### src/rtl/cpu_reg_file_pc_if.sv
// Signal bundle between the decode/writeback stages and the register file.
// CLK and CLR stay plain ports on the register file itself.
interface cpu_reg_file_pc_if #(
    parameter int DATA_W = 32,
    parameter int SEL_W  = 4
);
    // No valid/ready handshake: every request (REG_WE, MARK_EN, PC_EN, PC_INC)
    // is a single-cycle strobe taken on the rising edge when TICK is high.
    logic              TICK;
    logic              REG_WE;
    logic [SEL_W-1:0]  REG_SEL;
    logic [DATA_W-1:0] REG_BUS;
    logic [SEL_W-1:0]  REG_1_SEL;
    logic [SEL_W-1:0]  REG_2_SEL;
    logic [DATA_W-1:0] REG_1_OUT;
    logic [DATA_W-1:0] REG_2_OUT;
    logic              REG_1_BUSY;
    logic              REG_2_BUSY;
    logic              MARK_EN;
    logic [SEL_W-1:0]  MARK_SEL;
    logic              PC_EN;
    logic              PC_INC;
    logic [DATA_W-1:0] PC_BUS;
    logic [DATA_W-1:0] PC_OUT;

    modport master (
        output TICK, REG_WE, REG_SEL, REG_BUS, REG_1_SEL, REG_2_SEL,
               MARK_EN, MARK_SEL, PC_EN, PC_INC, PC_BUS,
        input  REG_1_OUT, REG_2_OUT, REG_1_BUSY, REG_2_BUSY, PC_OUT
    );

    modport slave (
        input  TICK, REG_WE, REG_SEL, REG_BUS, REG_1_SEL, REG_2_SEL,
               MARK_EN, MARK_SEL, PC_EN, PC_INC, PC_BUS,
        output REG_1_OUT, REG_2_OUT, REG_1_BUSY, REG_2_BUSY, PC_OUT
    );
endinterface

### src/rtl/cpu_reg_file_pc.sv
// Register file with 2^SEL_W entries (top entry is the PC), two async read ports
// and a pending-write scoreboard. Define RF_BYPASS_EN for write-through forwarding.
module cpu_reg_file_pc #(
    parameter int          DATA_W   = 32,
    parameter int          SEL_W    = 4,
    parameter int unsigned PC_STEP  = 4,
    parameter int unsigned PC_RESET = 0
) (
    input logic              CLK,
    input logic              CLR,
    cpu_reg_file_pc_if.slave bus
);
    localparam int NUM = 1 << SEL_W;
    localparam int TOP = NUM - 1;

    logic [DATA_W-1:0]     gpr [TOP];
    logic [DATA_W-1:0]     pc;
    logic [TOP-1:0]        pend;
    logic [NUM-1:0]        wr_dec;
    logic [NUM-1:0]        mark_dec;
    logic [NUM*DATA_W-1:0] flat;
    logic [NUM-1:0]        pend_flat;
    logic [DATA_W-1:0]     rd1_stored;
    logic [DATA_W-1:0]     rd2_stored;

    // One-hot decoders; the top bit is forced low so the PC is never a GPR target.
    always_comb begin
        wr_dec   = '0;
        mark_dec = '0;
        if (bus.REG_WE)  wr_dec[bus.REG_SEL]    = 1'b1;
        if (bus.MARK_EN) mark_dec[bus.MARK_SEL] = 1'b1;
        wr_dec[TOP]   = 1'b0;
        mark_dec[TOP] = 1'b0;
    end

    always_ff @(posedge CLK) begin
        if (CLR) begin
            for (int i = 0; i < TOP; i++) gpr[i] <= '0;
            pc   <= DATA_W'(PC_RESET);
            pend <= '0;
        end else if (bus.TICK) begin
            for (int i = 0; i < TOP; i++) begin
                if (wr_dec[i]) gpr[i] <= bus.REG_BUS;
            end
            // A mark on the same index as a write wins over the write's clear.
            pend <= mark_dec[TOP-1:0] | (pend & ~wr_dec[TOP-1:0]);
            if (bus.PC_EN)       pc <= bus.PC_BUS;
            else if (bus.PC_INC) pc <= pc + DATA_W'(PC_STEP);
        end
    end

    always_comb begin
        flat = '0;
        for (int i = 0; i < TOP; i++) flat[i*DATA_W +: DATA_W] = gpr[i];
        flat[TOP*DATA_W +: DATA_W] = pc;
        pend_flat = {1'b0, pend};
    end

    assign rd1_stored = flat[int'(bus.REG_1_SEL)*DATA_W +: DATA_W];
    assign rd2_stored = flat[int'(bus.REG_2_SEL)*DATA_W +: DATA_W];

    always_comb begin
        bus.REG_1_OUT  = rd1_stored;
        bus.REG_2_OUT  = rd2_stored;
        bus.REG_1_BUSY = pend_flat[bus.REG_1_SEL];
        bus.REG_2_BUSY = pend_flat[bus.REG_2_SEL];
`ifdef RF_BYPASS_EN
        // wr_dec already excludes the PC index, so it doubles as the forward match.
        if (bus.TICK && wr_dec[bus.REG_1_SEL]) begin
            bus.REG_1_OUT  = bus.REG_BUS;
            bus.REG_1_BUSY = mark_dec[bus.REG_1_SEL];
        end
        if (bus.TICK && wr_dec[bus.REG_2_SEL]) begin
            bus.REG_2_OUT  = bus.REG_BUS;
            bus.REG_2_BUSY = mark_dec[bus.REG_2_SEL];
        end
`endif
    end

    assign bus.PC_OUT = pc;
endmodule

### src/flat_wrapper.sv
// flat-port wrapper written by rule: the top's interface ports become plain ports
module cpu_reg_file_pc_flat 
#(
    parameter int          DATA_W   = 32,
    parameter int          SEL_W    = 4,
    parameter int unsigned PC_STEP  = 4,
    parameter int unsigned PC_RESET = 0
)
  (CLK, CLR, bus_TICK, bus_REG_WE, bus_REG_SEL, bus_REG_BUS, bus_REG_1_SEL, bus_REG_2_SEL, bus_MARK_EN, bus_MARK_SEL, bus_PC_EN, bus_PC_INC, bus_PC_BUS, bus_REG_1_OUT, bus_REG_2_OUT, bus_REG_1_BUSY, bus_REG_2_BUSY, bus_PC_OUT);
  cpu_reg_file_pc_if #(.DATA_W(DATA_W), .SEL_W(SEL_W)) bus_i ();
  input logic CLK;
  input logic CLR;
  input wire logic [$bits(bus_i.TICK)-1:0] bus_TICK;
  input wire logic [$bits(bus_i.REG_WE)-1:0] bus_REG_WE;
  input wire logic [$bits(bus_i.REG_SEL)-1:0] bus_REG_SEL;
  input wire logic [$bits(bus_i.REG_BUS)-1:0] bus_REG_BUS;
  input wire logic [$bits(bus_i.REG_1_SEL)-1:0] bus_REG_1_SEL;
  input wire logic [$bits(bus_i.REG_2_SEL)-1:0] bus_REG_2_SEL;
  input wire logic [$bits(bus_i.MARK_EN)-1:0] bus_MARK_EN;
  input wire logic [$bits(bus_i.MARK_SEL)-1:0] bus_MARK_SEL;
  input wire logic [$bits(bus_i.PC_EN)-1:0] bus_PC_EN;
  input wire logic [$bits(bus_i.PC_INC)-1:0] bus_PC_INC;
  input wire logic [$bits(bus_i.PC_BUS)-1:0] bus_PC_BUS;
  output wire logic [$bits(bus_i.REG_1_OUT)-1:0] bus_REG_1_OUT;
  output wire logic [$bits(bus_i.REG_2_OUT)-1:0] bus_REG_2_OUT;
  output wire logic [$bits(bus_i.REG_1_BUSY)-1:0] bus_REG_1_BUSY;
  output wire logic [$bits(bus_i.REG_2_BUSY)-1:0] bus_REG_2_BUSY;
  output wire logic [$bits(bus_i.PC_OUT)-1:0] bus_PC_OUT;
  assign bus_i.TICK = bus_TICK;
  assign bus_i.REG_WE = bus_REG_WE;
  assign bus_i.REG_SEL = bus_REG_SEL;
  assign bus_i.REG_BUS = bus_REG_BUS;
  assign bus_i.REG_1_SEL = bus_REG_1_SEL;
  assign bus_i.REG_2_SEL = bus_REG_2_SEL;
  assign bus_i.MARK_EN = bus_MARK_EN;
  assign bus_i.MARK_SEL = bus_MARK_SEL;
  assign bus_i.PC_EN = bus_PC_EN;
  assign bus_i.PC_INC = bus_PC_INC;
  assign bus_i.PC_BUS = bus_PC_BUS;
  assign bus_REG_1_OUT = bus_i.REG_1_OUT;
  assign bus_REG_2_OUT = bus_i.REG_2_OUT;
  assign bus_REG_1_BUSY = bus_i.REG_1_BUSY;
  assign bus_REG_2_BUSY = bus_i.REG_2_BUSY;
  assign bus_PC_OUT = bus_i.PC_OUT;
  cpu_reg_file_pc #(.DATA_W(DATA_W), .SEL_W(SEL_W), .PC_STEP(PC_STEP), .PC_RESET(PC_RESET)) u_core (.CLK(CLK), .CLR(CLR), .bus(bus_i));
endmodule
### config.mk
export PLATFORM = sky130hd
export DESIGN_NAME = cpu_reg_file_pc_flat
export DESIGN_NICKNAME = d
export VERILOG_FILES = /design/src/rtl/cpu_reg_file_pc_if.sv /design/src/rtl/cpu_reg_file_pc.sv /design/src/flat_wrapper.sv
export SDC_FILE = /design/constraint.sdc
export NUM_CORES = 1
export LEC_CHECK = 0
export CAP_MARGIN = 20
export CORE_ASPECT_RATIO = 1.2
export CORE_MARGIN = 4
export CORE_UTILIZATION = 40
export DETAILED_ROUTE_END_ITERATION = 10
export GPL_ROUTABILITY_DRIVEN = 0
export GPL_TIMING_DRIVEN = 0
export MAX_ROUTING_LAYER = met4
export SYNTH_ARGS = -nofsm -noshare
export SYNTH_HDL_FRONTEND = slang
export SYNTH_SLANG_ARGS = --single-unit
### constraint.sdc
create_clock -name CLK -period 6.1 [get_ports CLK]
set_input_delay 1.22 -clock CLK [delete_from_list [all_inputs] [get_ports CLK]]
set_output_delay 1.22 -clock CLK [all_outputs]
set_load 0.1 [all_outputs]
### Word level (Yosys, flattened, before mapping)

Memory sizes are Yosys's and may differ from the RTL's.
Index checks and enable logic that the tools add are counted.

* word-level logic and storage cells: 123
* RAM bits: 480
* bits in registers: 47
* output and inout port bits: 98
* bits of input ports: 87
* memories: 1

Memory list
* u_core.gpr: depth 15, bits a word 32, rd ports 15, clocked after memory_dff 0, write ports 15, RTL line cpu_reg_file_pc.sv:16 `logic [DATA_W-1:0] gpr [TOP];`

* bitwise operators: 18
* mux-type cells: 89
* reduce and logical (&&, ||, !) cells: 4
* add/sub/neg operators: 1
* shift-type cells: 2
* order comparisons: 6

Operator list (count)
* $shiftx A512 B10 Y32: 2
* $mux W32: 17
* $mux W1: 66
* $add A32 B3 Y32 const B: 1
* $mux W15: 2
* $lt A4 B5 Y1 const B: 4
* $and A15 B15 Y15: 1
* $not A15 Y15: 1
* $or A1 B1 Y1: 15
* $or A15 B15 Y15: 1
* $bmux W1 S4: 2
* $demux W1 S4: 2
* $ge A4 B1 Y1 const B: 2
* $logic_and A1 B1 Y1: 2
* $reduce_and A2 Y1: 1
* $reduce_bool A2 Y1: 1

### Logic depth before layout (Yosys ltp)

* depth in word-level cells: 10
* mapped depth: 7
* depth with buffers taken out: 5

### Worst setup path after synthesis

OpenSTA, ideal clock, no wires.

* path kind: input-to-output
* start point: in bus_REG_2_SEL[1]
* end point: out bus_REG_2_OUT[15]
* arrival time: 3.080 ns
* setup slack: 1.800 ns
* buffers on the path: 3
* stages: 5
* cells stage by stage: buf_2 -> clkbuf_1 -> buf_1 -> mux4_2 -> mux4_2

* cells in the longest elaborated chain, start to end: 1

Ends and longest elaborated chain
* from (decl): RTL line flat_wrapper.sv:18 `input wire logic [$bits(bus_i.REG_2_SEL)-1:0] bus_REG_2_SEL;`
* $shiftx A512 B10 Y32: RTL line cpu_reg_file_pc.sv:60 `assign rd2_stored = flat[int'(bus.REG_2_SEL)*DATA_W +: DATA_W];`
* to (decl): RTL line flat_wrapper.sv:25 `output wire logic [$bits(bus_i.REG_2_OUT)-1:0] bus_REG_2_OUT;`

Every way passes these cells.

### Final worst setup path

* start point: in bus_REG_1_SEL[1]
* end point: out bus_REG_1_OUT[22]

* cells in the longest elaborated chain, start to end: 1

Ends and longest elaborated chain
* from (decl): RTL line flat_wrapper.sv:17 `input wire logic [$bits(bus_i.REG_1_SEL)-1:0] bus_REG_1_SEL;`
* $shiftx A512 B10 Y32: RTL line cpu_reg_file_pc.sv:59 `assign rd1_stored = flat[int'(bus.REG_1_SEL)*DATA_W +: DATA_W];`
* to (decl): RTL line flat_wrapper.sv:24 `output wire logic [$bits(bus_i.REG_1_OUT)-1:0] bus_REG_1_OUT;`

Every way passes these cells.

==> results by group <==
Clock network
  • Clk sinks: approximately 530
  • CTS buffer count: between 50 and 60
  • Root Driver: clkbuf_16
  • H-tree depth: 2
  • Clock slew at reported path FFs: about 0.060 ns
  • Post-CTS setup buffer count: 0
  • Longest Clk Path Bufs: 3
  • Post_cts resized: 2
  • CTS Hold Buffers Added: 0
  • Worst-skew pair later-pin latency: 0.61 ns
  • TritonCTS clock tree: built

Placed design
  • Port bufs: 175
  • DPL Wire Length: 70780 um
  • Pre-CTS WS: -0.02755 ns

Yosys
  • Post-synth EDFFs: 480
  • Share of the synthesized area in the top cell type: a little over half
  • Synth area leader: edfxtp_1
  • Post-Syn Nets: around 1900
  • Seq/Total Area, Yosys: 56.45%
  • Unique cell type count in the Yosys netlist: 65
  • #FFs+latches synth: between 500 and 600
  • Post-Synthesis Cells: approximately 1800
  • Ys Warns: 0
  • Post-synthesis average cell area: roughly 15 um^2
  • Commonest cells in the netlist: 480 x edfxtp_1, 350 x nor2_1, 326 x mux4_2, 118 x clkbuf_1, 51 x nand2_1
  • Most common cell in the netlist: edfxtp_1
  • Commonest register cell after synthesis: edfxtp_1
  • Post-synthesis cell area: approximately 0.027 mm^2
  • Ys async rst share: 0%
  • Synth area leaders: edfxtp_1 53%, mux4_2 27%, nor2_1 4.8%

Routing
  • DR WL met2: ~50000 um
  • DRT iter0 DRCs: 2920
  • First-pass iteration count of the detailed router: 8
  • Wirelength per Cell: 35.12 um
  • Top Metal Used: met4
  • Final WL: 104500 um
  • M1 WL: around 36000 um
  • DRT antenna net count: 0
  • DRC: 0
  • Via Count: a little under 20000
  • Met3 wire length: roughly 12000 um
  • Vias per inst: between 6 and 7

Worst setup path
  • Critical path fanouts, max: 10
  • Worst EP arrival: around 4.9 ns
  • Crit end category: primary output
  • CP required: between 4 and 5 ns
  • FF-to-FF path depth: 4
  • Reg2reg start: u_core.bus.PC_OUT[9]
  • Critical path class: in2out
  • Worst R2R Setup Slack: around 3.4 ns
  • CP startpoint kind: input pin
  • Worst Setup SP: bus_REG_1_SEL[1]
  • R2R Path End: u_core.bus.PC_OUT[18]

Power and ir drop
  • Worst VDD drop: roughly 210 uV
  • Power Density: just under 300 mW/mm^2
  • Pleak: 10.68 nW
  • Tot Pwr: approximately 9.6 mW

Min path
  • Hold Path End: u_core.pend[11]
  • Hold Path Stages: 2
  • Hold crit path type: reg2reg
  • Hold path start: u_core.pend[11]

Timing
  • RSZ-0062 raised after global routing: no
  • Slew HR: about 17%
  • Slew Viols, Final: 0
  • Post-layout min period: approximately 6.1 ns
  • Hold Vio Cnt, Final: 0
  • Endpoints failing setup: 0
  • Final worst slack: about 0.032 ns
  • Worst Hold Margin: 0.4728 ns
  • Final Skew: 0.007815 ns
  • Setup TNS: 0 ns
  • Max Freq: 164.8 MHz
  • Slew @ Worst Pin: 1.238 ns
  • Final Cycle Share: between 90% and 100%

Floorplan
  • Initial Utilization: between 40% and 50%
  • Die ar.: approximately 0.072 mm^2
  • Core area: 0.06727 mm^2
  • Die Width: roughly 250 um
  • IO Pins: around 190
  • Row Count: 104
  • Die Y: slightly below 300 um

Finish
  • Area delta synth->final: 19.15%
  • Layout Utilization: around half
  • Filler instances: roughly 5900
  • Final nets: 2116
  • Layout cells sized above 1: between 20% and 30%

Global route
  • Vias in the first global route: 19947
  • Gr ovfl total: 0
  • Initial antenna violation count: 4
  • Pin count of the biggest net entering global routing: 34
  • Global Route Usage Sum: 29.53%
  • First-pass GRT wire length: ~140000 um

Run status
  • Outcome: finished, final reports clean

Flow run
  • # Max-Cap Violations: 0
## worst max-delay path by stage
stage	end	slack [ns]	cells past startpoint
global route	bus_REG_1_OUT[22]	0.07	6
global placement	bus_REG_2_OUT[1]	-0.24	6
finish	bus_REG_1_OUT[22]	0.03	6
floorplan	bus_REG_2_OUT[15]	1.80	5
CTS	bus_REG_1_OUT[12]	0.1	6
detailed placement	bus_REG_2_OUT[30]	-0.03	6
## cell type report
class	instances	area (um^2)	area share (%)
Sequential cell	527	15350	47.38
Multi-Input combinational cell	992	10740	33.13
Timing Repair Buffer	205	2317	7.150
Clock buffer	71	1479	4.564
Tap cell	901	1127	3.479
Buffer	206	1006	3.104
Clock inverter	26	217.7	0.6718
Inverter	41	153.9	0.4749
Antenna cell	6	15.01	0.04633
## critical path, cell delays in order
cell and delay [ns]:
buf_2 0.23, clkbuf_1 0.50, buf_1 0.91, mux4_2 0.42, mux4_2 0.54, clkdlybuf4s50_1 1.01
## power by group
part / internal (mW) / switching, mW
registers: 4.18 / 0.142
clock network: 1.83 / 1.47
logic: 0.702 / 1.31
## through the flow
step | cells | cell area [um^2]
floorplan | 1766 | 27200
global placement | 2842 | 30080
detailed placement | 2871 | 30670
CTS | 2968 | 32380
global route | 2974 | 32400
finish | 2975 | 32410
## layer usage
| metal | GRT usage (%) | up-vias |
|---|---|---|
| li1 | - | 7493 |
| met1 | 35.42 | 9891 |
| met2 | 47.31 | 1467 |
| met3 | 6.498 | 366 |
| met4 | 15.14 | 0 |
| met5 | - | - |
## sequential cells by signal, indices dropped and copies added, names as in the netlist
register / count
u_core.pend: 15
u_core.bus.PC_OUT: 32
u_core.gpr: 480
## cells in the final DEF (no fill, tap or decap), types with 16 or more instances in the layout
cell type / netlist / routed
clkbuf_1: 118 / 131
dfxtp_1: 47 / 47
nand3_1: 23 / 23
buf_4: 44 / 44
buf_1: 18 / 16
clkdlybuf4s50_1: 0 / 175
edfxtp_1: 480 / 480
nand4_1: 16 / 16
nand2b_1: 46 / 34
mux4_2: 326 / 326
buf_2: 22 / 23
nand2_1: 51 / 51
clkbuf_16: 0 / 57
inv_1: 40 / 40
nor2_1: 350 / 350
## logic make-up after synthesis
kind of cell    Yosys count  synth area share, %
fa+ha+maj                 1              0.04599
simple gates            555                9.150
mux                     333                27.37
compound gates          103                2.751
flops                   527                56.45
buf+inv                 247                4.227
No activity file was read; power rests on OpenSTA's default activity.
